**config.mk**
```make
export PLATFORM = sky130hd
export DESIGN_NAME = forex_result_reader
export DESIGN_NICKNAME = d
export VERILOG_FILES = /design/src/rtl/forex_result_reader.sv
export SDC_FILE = /design/constraint.sdc
export NUM_CORES = 1
export LEC_CHECK = 0
export CAP_MARGIN = 40
export CORE_MARGIN = 4
export CORE_UTILIZATION = 55
export CTS_CLUSTER_DIAMETER = 120
export DETAILED_ROUTE_END_ITERATION = 10
export GPL_TIMING_DRIVEN = 0
export PLACE_DENSITY = 0.84
export RECOVER_POWER = 50
export SYNTH_ARGS = -nofsm -noshare
export SYNTH_HDL_FRONTEND = slang
export SYNTH_SLANG_ARGS = --single-unit
```
**constraint.sdc**
```tcl
create_clock -name clk -period 5.25 [get_ports clk]
set_input_delay 0.525 -clock clk [delete_from_list [all_inputs] [get_ports clk]]
set_output_delay 0.525 -clock clk [all_outputs]
set_load 0.01 [all_outputs]
```
**src/rtl/forex_result_reader.sv**
```systemverilog
// ---------------------------------------------------------------------------
// forex_result_reader
//
// Read-side Avalon-MM slave that hands arbitrage results from the Container
// engine to the HPS. Container streams each negative cycle as a sequence of
// node IDs; the final node carries res_last. Beats are buffered in a FIFO,
// complete cycles are counted, and a level interrupt is raised while at
// least one complete cycle is waiting and the interrupt is enabled.
//
// Ports:
//   clk, reset            system clock, synchronous active-high reset
//   res_valid/res_ready   Container beat handshake (accept on valid&&ready)
//   res_node, res_last    beat payload: node ID and end-of-cycle marker
//   flush                 discard all buffered results
//   chipselect, read,
//   write, address,
//   writedata, readdata   Avalon-MM slave (readdata registered, 1-cycle)
//   irq                   level interrupt
//
// Register map:
//   0 STATUS (ro)  [CNT_W-1:0]=count [8]=empty [9]=full
//                  [23:16]=cycles_pending [24]=irq_en
//   1 DATA   (rd pops) {valid, last, 22'b0, node[7:0]}; 0 when empty
//   2 CTRL   wr: bit0=irq_en, bit1=flush (self-clearing); rd: {31'b0,irq_en}
// ---------------------------------------------------------------------------
module forex_result_reader #(
    parameter int NODE_W = 5,
    parameter int DEPTH  = 16,
    parameter int CNT_W  = 8
) (
    input  logic              clk,
    input  logic              reset,
    input  logic              res_valid,
    output logic              res_ready,
    input  logic [NODE_W-1:0] res_node,
    input  logic              res_last,
    input  logic              flush,
    input  logic              chipselect,
    input  logic              read,
    input  logic              write,
    input  logic [2:0]        address,
    input  logic [31:0]       writedata,
    output logic [31:0]       readdata,
    output logic              irq
);

    localparam int PTR_W = (DEPTH > 1) ? $clog2(DEPTH) : 1;
    localparam int ENT_W = NODE_W + 1;
    localparam logic [CNT_W-1:0] CNT_MAX = {CNT_W{1'b1}};

    // Saturating counter helpers for cycles_pending.
    function automatic logic [CNT_W-1:0] sat_inc(input logic [CNT_W-1:0] v);
        return (v == CNT_MAX) ? v : v + CNT_W'(1);
    endfunction

    function automatic logic [CNT_W-1:0] sat_dec(input logic [CNT_W-1:0] v);
        return (v == '0) ? v : v - CNT_W'(1);
    endfunction

    logic [ENT_W-1:0] mem [DEPTH];
    logic [PTR_W-1:0] wptr, rptr;
    logic [CNT_W-1:0] count, cycles_pending;
    logic             irq_en;

    logic             full, empty;
    logic             rd_req, wr_req;
    logic             flush_all, push, pop;
    logic             cyc_inc, cyc_dec;
    logic [ENT_W-1:0] rd_entry;
    logic [31:0]      rd_data_next;
    logic             unused_wdata;

    assign unused_wdata = ^writedata[31:2];

    assign full      = (count == CNT_W'(DEPTH));
    assign empty     = (count == '0);
    assign res_ready = !full;

    assign rd_req    = chipselect && read;
    assign wr_req    = chipselect && write;
    assign flush_all = flush || (wr_req && address == 3'd2 && writedata[1]);

    assign push      = res_valid && !full;
    assign pop       = rd_req && address == 3'd1 && !empty;
    assign rd_entry  = mem[rptr];

    assign cyc_inc   = push && res_last;
    assign cyc_dec   = pop && rd_entry[ENT_W-1];

    // Read mux; a DATA read that coincides with a flush returns 0.
    always_comb begin
        rd_data_next = '0;
        case (address)
            3'd0: begin
                rd_data_next[CNT_W-1:0] = count;
                rd_data_next[8]         = empty;
                rd_data_next[9]         = full;
                rd_data_next[23:16]     = 8'(cycles_pending);
                rd_data_next[24]        = irq_en;
            end
            3'd1: begin
                if (!empty && !flush_all) begin
                    rd_data_next[31]  = 1'b1;
                    rd_data_next[30]  = rd_entry[ENT_W-1];
                    rd_data_next[7:0] = 8'(rd_entry[NODE_W-1:0]);
                end
            end
            3'd2: rd_data_next[0] = irq_en;
            default: rd_data_next = '0;
        endcase
    end

    // FIFO storage carries no reset; only pointers and count qualify it.
    always_ff @(posedge clk) begin
        if (push && !flush_all)
            mem[wptr] <= {res_last, res_node};
    end

    always_ff @(posedge clk) begin
        if (reset) begin
            wptr           <= '0;
            rptr           <= '0;
            count          <= '0;
            cycles_pending <= '0;
        end else if (flush_all) begin
            wptr           <= '0;
            rptr           <= '0;
            count          <= '0;
            cycles_pending <= '0;
        end else begin
            if (push)
                wptr <= wptr + PTR_W'(1);
            if (pop)
                rptr <= rptr + PTR_W'(1);
            if (push && !pop)
                count <= count + CNT_W'(1);
            else if (pop && !push)
                count <= count - CNT_W'(1);
            // Simultaneous last push and last pop cancel.
            if (cyc_inc && !cyc_dec)
                cycles_pending <= sat_inc(cycles_pending);
            else if (cyc_dec && !cyc_inc)
                cycles_pending <= sat_dec(cycles_pending);
        end
    end

    always_ff @(posedge clk) begin
        if (reset) begin
            irq_en   <= 1'b0;
            readdata <= '0;
            irq      <= 1'b0;
        end else begin
            if (wr_req && address == 3'd2)
                irq_en <= writedata[0];
            if (rd_req)
                readdata <= rd_data_next;
            irq <= irq_en && (cycles_pending != '0);
        end
    end

endmodule

```
* Word level (Yosys, flattened, before mapping)
Memory sizes are Yosys's and may differ from the RTL's. A register that Yosys moved wholly into a read port is not among the register bits. Index checks and enable logic that the tools add are counted.
Word-level totals: register bits after elaboration 47, RAM bits 96, bits of input ports 48, output and inout bits 34, word-level logic and storage cells 69, memories 1
Cells by class: add/subtract/negate cells 6, equality and inequality tests 6, muxes and demuxes 17, reduce and logical (&&, ||, !) cells 32
Memories:
- mem | depth 16, width 6, read ports 1, clocked after Yosys merged registers in 1, wr ports 1, line 60 | logic [ENT_W-1:0] mem [DEPTH];
Operators with widths (number):
- 8-bit 2-to-1 mux | 6
- 8-bit by 1-bit adder with 8-bit output, second input constant | 2
- 1-bit logical AND | 16
- 8-bit logical NOT | 2
- 8-bit by 1-bit subtractor with 8-bit output, second input constant | 2
- 7-bit case mux with 2 select lines | 1
- 9-bit 2-to-1 mux | 1
- 4-bit by 1-bit adder with 4-bit output, second input constant | 2
- 8-bit by 5-bit equality test with 1-bit output, second input constant | 1
- 8-bit equality test, second input constant | 1
- 4-bit 2-to-1 mux | 2
- 8-bit nonzero test | 1
- 1-bit logical NOT | 7
- 2-bit 2-to-1 mux | 3
- 5-bit 2-to-1 mux | 1
- 2-bit != test, second input constant | 2
- 2-bit nonzero test | 2
- 3-bit by 1-bit equality test with 1-bit output, second input constant | 1
- 3-bit by 2-bit equality test with 1-bit output, second input constant | 1
- 3-bit logical NOT | 1
- 1-bit case mux with 3 select lines | 1
- 3-bit AND reduction | 1
- 1-bit 2-to-1 mux | 2
- 2-bit OR reduction | 1
- 1-bit logical OR | 1

* Logic depth before layout (Yosys ltp)
depth in word-level cells 8, gate-level depth with buffers 12, depth with buffers taken out 11

* Worst setup path before layout
Ideal clock, no wire load.
path type input-to-reg, from in address[2], to reg cycles_pending[7], arrival 3135 ps, data required time 5131 ps, slack 1996 ps, cell stages on the path 11, buffers on the path 0, path through or3b_4 -> a311oi_2 -> nand2_1 -> ha_1 -> inv_1 -> ha_1 -> a211oi_1 -> o211ai_1 -> a2111oi_0 -> or3_1 -> a21oi_1
On the way: longest elaborated chain between the ends 8
RTL lines:
- start, declared | line 41 | input logic [2:0] address,
- 3-bit by 1-bit equality test with 1-bit output | line 84 | assign pop = rd_req && address == 3'd1 && !empty;
- 1-bit logical AND (2 in a row) | line 84
- 1-bit logical AND | line 88 | assign cyc_dec = pop && rd_entry[ENT_W-1];
- 1-bit logical NOT | line 140 | if (cyc_inc && !cyc_dec)
- 1-bit logical AND | line 140
- 2-bit != test (no line) / 2-bit nonzero test (equally long branches)
- 3-bit AND reduction (no line)
- end signal, assigned | line 141 | cycles_pending <= sat_inc(cycles_pending);
- end signal, assigned | line 143 | cycles_pending <= sat_dec(cycles_pending);
- end, declared | line 62 | logic [CNT_W-1:0] count, cycles_pending;
Parallel ways exist; a longest one is shown, timed or not. A chain may end at the register's enable or synchronous reset.

* Worst setup path in the final report
Ends and elaborated chain as after synthesis.

==> metrics <==
area of the core 11,520 µm²; Post-Route WL 14,250 µm; Remaining Overflow, GRT 0; hold bufs inserted after CTS 0; global-route wire length before repair 22,210 µm; max-cap violation count 0; Crit Reg-Reg Startpoint count[3]; drt first pass iters 5; endpoint class of the critical path flip-flop; final setup violation count 0; final core utilization 67.00%; Pleak ~0.0027 µW; Synth Instances 470; Worst-path clk slew 60 ps; FF-to-FF path depth 11; GPL Wtd Cong 0.9102; die height 117.0 µm; Synth Flop Type edfxtp_1; CTS Buffer Depth 2; I/O pins just over 80; final hold vios 0; 1st-iter DRT viols 421; Final Skew 8.983 ps; post-DP HPWL 9392 µm; Max Clk Rate 242.6 MHz; Num CTS Buffers 17; wl on met1 6082 µm; largest net degree at the start of global routing 18; Slew @ Worst Pin 951.9 ps; initial core utilization 56.78%; Clock Sinks 147; most frequent CP cell ha_1; hold path start reset; Post-synth top cells 96 x edfxtp_1, 60 x nor2_1, 51 x dfxtp_1; reg2reg setup slack ~1200 ps; Die ar. 13,700 µm²; worst-path cell with the longest stage delay dlygate4sd3_1; area leader, netlist edfxtp_1; crit path DAT roughly 4500 ps; Root Buffer clkbuf_16; worst endpoint required time approximately 5600 ps; post-route ant nets 0; Synth Cell Area around 6500 µm²; CP bufs+invs 2; drt drc 0; Area Overhead vs Synth 18.01%; crit-path cells dlygate4sd3_1, or3b_1, a311oi_2, nand2_1, ha_1, inv_1, ha_1, a211oi_1, o211ai_1, a2111oi_0, o21ai_0, a21oi_1; main area contributors after synthesis edfxtp_1 44%, dfxtp_1 16%, mux4_1 4.8%; Chip Width 117.0 µm; register area share after synthesis 59.70%; crit-path leading delay family compound AO/OA/AOI/OAI gates; Post-synth EDFFs 96; hold_ws roughly 400 ps; Seq cells post-synth 147; nets@finish 611; Synth warnings 0; CTS tree yes; number of library cell types mapped by synthesis 59; FP Rows 39; met2 wire len 6963 µm; Final Cycle Share 78.53%; Port Buf Inserts 39; count leader, synth edfxtp_1; DP Cell Count 666; Min-Delay Path Class in2reg; Worst-Skew Late Latency ~430 ps; TNS Setup 0 ps; Crit Path Max Fanout 9; CP Launch Type input pin; vias per cell 6.010; top-area cell type share of the netlist area 44.09%; status finished, final reports clean; antenna fix cells 0; Worst path max stage delay roughly 620 ps; crit path kind in2reg; Rel. slew slack 36.24%; Non-Filler Instances 698; Avg WL per Cell 20.42 µm; ratio of cells with drive above 1 in the final layout a little over an eighth; initial antenna violation count 0; hold endpoint readdata[1]; via count roughly 4,200; vias in the first global route 4,129; # resized after CTS 0; Power Density roughly 340 nW/µm²; Post-synth ARST share 0%; syn_area_per_cell 13.91 µm²; worst vdd ir 0.3286 mV; metal3 WL 888 µm; H-Tree Depth 4; Post-CTS Setup Bufs 0; RSZ-0062 raised after global routing false; Hold Path Depth 2; top sig layer met4; FF-to-FF End cycles_pending[7]; post-route minimum period 4123 ps; max-slew violation count 0; GRT Resource Usage Total between 20% and 30%
placed cells by master (no fill, tap or decap), drive strengths merged, types with 4 or more instances in the layout:
cell type,n
a211oi,12
a21o,4
a21oi,12
a22oi,19
buf,21
clkbuf,31
clkdlybuf4s50,10
clkinvlp,4
conb,11
dfxtp,51
dlygate4sd3,29
edfxtp,96
ha,19
inv,16
mux2i,20
mux4,25
nand2,16
nand2b,7
nand3,5
nand4,4
nor2,60
nor3,8
o211ai,4
o21ai,9
o221a,5
xnor2,7
xor2,7
power breakdown:
group          internal, µW  switching (µW)  total, µW
registers              1240            11.8       1250
logic                  71.2            98.4        170
clock network           662             501       1160
total                  1970             611       2590
through the flow:
stage / area (µm²) / setup slack (ps) / power, µW
floorplan: 6576 / 1996 / 1389
global placement: 7146 / 983.4 / 1436
detailed placement: 7166 / 892.5 / 1444
CTS: 7735 / 1311 / 2594
global route: 7716 / 787.4 / 2666
finish: 7716 / 1127 / 2585
worst register-to-register path: cells and delay by family, from the launching register on:
family	cells	cell delay (ps)
adder cells (fa/ha/maj)	2	550
flip-flops	1	380
buffers and inverters	1	260
AO/OA/AOI/OAI	6	1800
AND/OR/NAND/NOR	2	1010
state kept, by name, indices dropped and copies added, names as in the netlist, named ones only:
signal and count:
cycles_pending 8, irq 1, wptr 4, readdata 21, mem 96, count 8
rptr 4, irq_en 1
cell families after synthesis:
family | synth area share (%)
AO/OA/AOI/OAI | 8.458
XOR/XNOR | 1.875
adder cells (fa/ha/maj) | 4.248
buffers and inverters | 3.674
flip-flops | 59.70
multiplexers | 12.53
other | 0.05735
AND/OR/NAND/NOR | 9.453
final cells by class:
cell class,instances,area (µm²)
Buffer,32,205.2
Sequential cell,147,3904
Timing Repair Buffer,43,410.4
Clock inverter,15,143.9
Multi-Input combinational cell,292,2415
Fill cell,771,3800
Clock buffer,17,425.4
Tap cell,143,178.9
Inverter,9,33.78
routing by layer:
| layer | global-route usage [%] | vias to the layer above |
|---|---|---|
| li1 | - | 1939 |
| met1 | 28.29 | 2061 |
| met2 | 36.03 | 170 |
| met3 | 7.506 | 25 |
| met4 | 6.804 | 0 |
| met5 | 0 | - |
worst max-delay path by stage:
stage / from / endpoint / slack (ps) / cells past startpoint
after detailed placement: address[0] / cycles_pending[7] / 890 / 12
after floorplan: address[2] / cycles_pending[7] / 2000 / 11
after global routing: address[2] / cycles_pending[7] / 790 / 12
after global placement: address[0] / cycles_pending[7] / 980 / 12
after CTS: address[0] / cycles_pending[7] / 1310 / 12
final: address[2] / cycles_pending[7] / 1130 / 12
No activity file was read; power rests on OpenSTA's default activity.
